## src/rtl/ccff_bitstream_loader_if.sv

```systemverilog
// ccff_bitstream_loader_if: valid/ready word stream feeding the config-chain loader
interface ccff_bitstream_loader_if #(parameter int WORD_W = 8);
  logic [WORD_W-1:0] cfg_word;
  logic cfg_valid;
  logic cfg_ready;
  modport master(output cfg_word, cfg_valid, input cfg_ready);
  modport slave(input cfg_word, cfg_valid, output cfg_ready);
endinterface

```

## src/rtl/ccff_bitstream_loader.sv

```systemverilog
// ccff_bitstream_loader: serializes a word stream onto the config chain and monitors its tail
module ccff_bitstream_loader #(
  parameter int WORD_W = 8,
  parameter int CHAIN_LEN = 64,
  parameter int CNT_W = 16
) (
  input  logic prog_clk,
  input  logic pReset,
  input  logic start,
  ccff_bitstream_loader_if.slave cfg,
  input  logic ccff_tail,
  output logic ccff_head,
  output logic chain_clk_en,
  output logic busy,
  output logic done,
  output logic [CNT_W-1:0] tail_ones
);
  localparam int NWORDS = (CHAIN_LEN + WORD_W - 1) / WORD_W;
  localparam int PAD = NWORDS * WORD_W - CHAIN_LEN;
  localparam int SW = $clog2(WORD_W + 1);
  localparam logic [SW-1:0] FIRST_CNT = SW'(WORD_W - PAD);
  localparam logic [SW-1:0] FULL_CNT = SW'(WORD_W);
  typedef enum logic [1:0] {IDLE, LOAD, DONE} state_t;
  state_t state, state_d;
  logic [WORD_W-1:0] sr;
  logic [SW-1:0] sr_cnt;
  logic [CNT_W-1:0] words_left, bits_left;
  logic take, first;
  always_comb begin
    busy = state == LOAD;
    done = state == DONE;
    ccff_head = sr[WORD_W-1];
    chain_clk_en = busy && sr_cnt != '0;
    cfg.cfg_ready = busy && words_left != '0 && sr_cnt < SW'(2);
    take = cfg.cfg_valid && cfg.cfg_ready;
    first = words_left == CNT_W'(NWORDS);
    state_d = (!busy && start) ? LOAD : (chain_clk_en && bits_left == CNT_W'(1)) ? DONE : state;
  end
  always_ff @(posedge prog_clk) state <= pReset ? IDLE : state_d;
  // Valid bits stay MSB-aligned in sr, so the first word is pre-shifted past its pad bits.
  always_ff @(posedge prog_clk) begin
    if (pReset) begin
      sr <= '0;
      sr_cnt <= '0;
      words_left <= '0;
      bits_left <= '0;
      tail_ones <= '0;
    end else if (!busy && start) begin
      sr <= '0;
      sr_cnt <= '0;
      words_left <= CNT_W'(NWORDS);
      bits_left <= CNT_W'(CHAIN_LEN);
      tail_ones <= '0;
    end else begin
      if (take) begin
        sr <= first ? cfg.cfg_word << PAD : cfg.cfg_word;
        sr_cnt <= first ? FIRST_CNT : FULL_CNT;
        words_left <= words_left - CNT_W'(1);
      end else if (chain_clk_en) begin
        sr <= sr << 1;
        sr_cnt <= sr_cnt - SW'(1);
      end
      if (chain_clk_en) begin
        bits_left <= bits_left - CNT_W'(1);
        tail_ones <= &tail_ones ? tail_ones : tail_ones + CNT_W'(ccff_tail);
      end
    end
  end
endmodule

```

## src/flat_wrapper.sv

```systemverilog
// flat-port wrapper written by rule: the top's interface ports become plain ports
module ccff_bitstream_loader_flat 
#(
  parameter int WORD_W = 8,
  parameter int CHAIN_LEN = 64,
  parameter int CNT_W = 16
)
  (prog_clk, pReset, start, ccff_tail, ccff_head, chain_clk_en, busy, done, tail_ones, cfg_cfg_word, cfg_cfg_valid, cfg_cfg_ready);
  ccff_bitstream_loader_if #(.WORD_W(WORD_W)) cfg_i ();
  input  logic prog_clk;
  input  logic pReset;
  input  logic start;
  input  logic ccff_tail;
  output logic ccff_head;
  output logic chain_clk_en;
  output logic busy;
  output logic done;
  output logic [CNT_W-1:0] tail_ones;
  input wire logic [$bits(cfg_i.cfg_word)-1:0] cfg_cfg_word;
  input wire logic [$bits(cfg_i.cfg_valid)-1:0] cfg_cfg_valid;
  output wire logic [$bits(cfg_i.cfg_ready)-1:0] cfg_cfg_ready;
  assign cfg_i.cfg_word = cfg_cfg_word;
  assign cfg_i.cfg_valid = cfg_cfg_valid;
  assign cfg_cfg_ready = cfg_i.cfg_ready;
  ccff_bitstream_loader #(.WORD_W(WORD_W), .CHAIN_LEN(CHAIN_LEN), .CNT_W(CNT_W)) u_core (.prog_clk(prog_clk), .pReset(pReset), .start(start), .cfg(cfg_i), .ccff_tail(ccff_tail), .ccff_head(ccff_head), .chain_clk_en(chain_clk_en), .busy(busy), .done(done), .tail_ones(tail_ones));
endmodule
```

## config.mk

```make
export PLATFORM = sky130hd
export DESIGN_NAME = ccff_bitstream_loader_flat
export DESIGN_NICKNAME = d
export VERILOG_FILES = /design/src/rtl/ccff_bitstream_loader_if.sv /design/src/rtl/ccff_bitstream_loader.sv /design/src/flat_wrapper.sv
export SDC_FILE = /design/constraint.sdc
export NUM_CORES = 1
export LEC_CHECK = 0
export CORE_MARGIN = 2
export CORE_UTILIZATION = 55
export DETAILED_ROUTE_END_ITERATION = 10
export MAX_ROUTING_LAYER = met4
export PLACE_DENSITY = 0.76
export SYNTH_ARGS = -nofsm -noshare
export SYNTH_HDL_FRONTEND = slang
export SYNTH_SLANG_ARGS = --single-unit
```

## constraint.sdc

```tcl
create_clock -name prog_clk -period 2.1 [get_ports prog_clk]
set_input_delay 0.42 -clock prog_clk [delete_from_list [all_inputs] [get_ports prog_clk]]
set_output_delay 0.42 -clock prog_clk [all_outputs]
set_load 0.05 [all_outputs]
```

==> out/results.ini <==
[layout]
drive_gt1_frac=0.1637
final_common_cell=dfxtp_1
final_cell_mix=dfxtp_1, nor2_1, clkdlybuf4s50_1
nets=407
antenna_cells=0
syn_to_final_growth_pct=25.81
fin_util=0.7203

[yosys]
ys_async_sr_fraction=0
yosysWarnings=0
ys_types=44
synth-seq-area-share=0.4218
synth_flop_cell=dfxtp_1
syn-cell-area_sq_um=2943
synthCells=338
syn-num-nets=357
synth_edf_count=0
yosys_register_bits=62
syn_avg_cell_area_sq_um=8.707

[floorplan]
placementRows=26
core_sq_um=5140
die-area_sq_um=5951
dieHeight_um=77.15
initial_core_util=0.5725
die_w_um=77.15
ios=34

[clock_tree]
root_buffer=clkbuf_8
cts_htree_levels=3
cts_tree=yes
cts_max_path_buffers=2
ctsHoldBuffers=0
numClockSinks=62
cts_buffers=9
clk_latency_ns=0.34
clk_pin_slew_ns=0.06

[global_routing]
antenna_found_initial=0
grt_max_degree=30
grt-ovfl-total=0
grt_pass1_wl_um=10940
first_global_vias=2459
grtUsageTotal=0.2342

[job]
drv_cap=0

[setup_path]
path_class=reg2out
worstSetupEndpointType=primary output
path_max_fanout=7
r2r_setup_slack_ns=0.12
cp-start-kind=register
cp.arrival_ns=1.62
cp.required_ns=1.68

[power]
pwr-share-clk=0.361
power_mw=2.413
power.leakage_nw=1.365
p_sw_frac=0.2603
powerDensity_nw_per_um2=651.7
intPower_mw=1.785
seqPwrFrac=0.506
switchingPower_uw=628.2
pwr-share-comb=0.133
peakVddDrop_mv=0.4858

[route]
via_count=2588
drtIter0Drc=144
drc=0
postRouteAntennaNets=0
wl_per_cell_um=13.75
routed_wirelength_um=6337
drt-pass1-iter-count=4
viasPerCell=5.614

[sta]
min_period_over_period=0.9700
slew_violations=0
finalHoldViolations=0
fin_worst_skew_ns=0.01019
tns_ns=0
setup_viol_count_final=0
tightest_slew_ns=0.5080
layout_setup_ws_ns=0.06302
holdWs_ns=0.4782
max_slew_margin=0.6603
fin_crit_ns=2.037
fmax_ghz=0.4909

[worst_hold_path]
hp-class=reg2reg

[outcome]
outcome=completed

[placement]
gp_congestion=0.8830
io_buffers=33
preCtsSetupSlack_ns=-0.1707
dpl.hpwl_um=4336

[metal layers]
metal	track usage	wire, um	up-vias	share of wire
met5	-	0	-	0
met4	0.1125	99	0	0.016
met3	0.04824	278	9	0.044
met2	0.3661	2968	61	0.47
met1	0.2893	2991	1211	0.47
li1	-	-	1307	-
[registers in the layout, indices dropped and copies added (netlist names)]
| name | cells |
|---|---|
| u_core.bits_left | 16 |
| u_core.sr | 8 |
| u_core.sr_cnt | 4 |
| u_core.state | 2 |
| u_core.tail_ones | 16 |
| u_core.words_left | 16 |
[power by group through the flow]
| stage | registers [mW] | logic [mW] | clock network (mW) |
|---|---|---|---|
| after global routing | 1.22 | 0.352 | 0.953 |
| after detailed placement | 1.25 | 0.293 | 0 |
| after floorplan | 1.25 | 0.194 | 0 |
| after global placement | 1.25 | 0.289 | 0 |
| after CTS | 1.22 | 0.307 | 0.887 |
| final | 1.22 | 0.320 | 0.871 |
[critical path: stages, from the launching register on]
cell and delay [ns]:
dfxtp_4 0.35, inv_2 0.06, ha_2 0.16, or3b_4 0.41
nand2_4 0.10, inv_6 0.06, buf_8 0.14
[logic make-up after synthesis]
| group | after synthesis | share of synthesized area |
|---|---|---|
| simple gates | 155 | 0.2759 |
| flops | 62 | 0.4218 |
| compound gates | 45 | 0.1008 |
| xor+xnor | 37 | 0.1101 |
| buf+inv | 25 | 0.03869 |
| mux | 8 | 0.02721 |
| fa+ha+maj | 6 | 0.02551 |
[cells in the mapped netlist (3+ instances only)]
| library cell | number | area share |
|---|---|---|
| a211oi_1 | 6 | 0.015 |
| a21oi_1 | 15 | 0.026 |
| and3_1 | 4 | 0.0085 |
| and4_1 | 3 | 0.0089 |
| buf_2 | 4 | 0.0068 |
| clkbuf_1 | 9 | 0.011 |
| dfxtp_1 | 62 | 0.42 |
| ha_1 | 6 | 0.026 |
| inv_1 | 9 | 0.011 |
| mux2i_1 | 8 | 0.027 |
| nand2_1 | 18 | 0.023 |
| nand3_1 | 18 | 0.031 |
| nand4_1 | 9 | 0.019 |
| nor2_1 | 53 | 0.068 |
| nor3_1 | 9 | 0.015 |
| nor4_1 | 11 | 0.023 |
| nor4b_1 | 3 | 0.0089 |
| o211ai_1 | 3 | 0.0077 |
| o21ai_0 | 5 | 0.0085 |
| o31ai_1 | 8 | 0.020 |
| or3_1 | 4 | 0.0085 |
| or4_1 | 6 | 0.015 |
| xnor2_1 | 26 | 0.077 |
| xor2_1 | 11 | 0.033 |
[final timing paths]
path,start,to,cells after the start
worst max-delay path,u_core.sr_cnt[1]$_SDFFE_PP0P_,chain_clk_en,6
worst min-delay path,u_core.words_left[5]$_SDFFE_PP0P_,u_core.words_left[5]$_SDFFE_PP0P_,2
worst max register to register,u_core.sr_cnt[0]$_SDFFE_PP0P_,u_core.bits_left[14]$_SDFFE_PP0P_,8
worst min register to register,u_core.words_left[5]$_SDFFE_PP0P_,u_core.words_left[5]$_SDFFE_PP0P_,2
[per-stage QoR]
step                      cell area, sq um  std cells
final                                 3702        461
after global routing                  3702        461
after CTS                             3627        460
after detailed placement              3435        444
after global placement                3435        444
after floorplan                       2947        338
[layout make-up]
class / instances / area (sq um)
multi-input combinational: 251 / 1662
clock buffer: 12 / 145.1
fill: 428 / 1438
tap: 70 / 87.58
timing repair buffer: 54 / 506.7
sequential: 62 / 1245
inverter: 10 / 46.29
clock inverter: 2 / 10.01
[what timing repair did]
action,4_1_cts,5_1_grt
pin swaps,0,2
endpoints found under the setup margin,2,15
buffers inserted,2,1
gates cloned,0,0
gates resized for setup,7,18
Power figures use the tool's default switching activity.
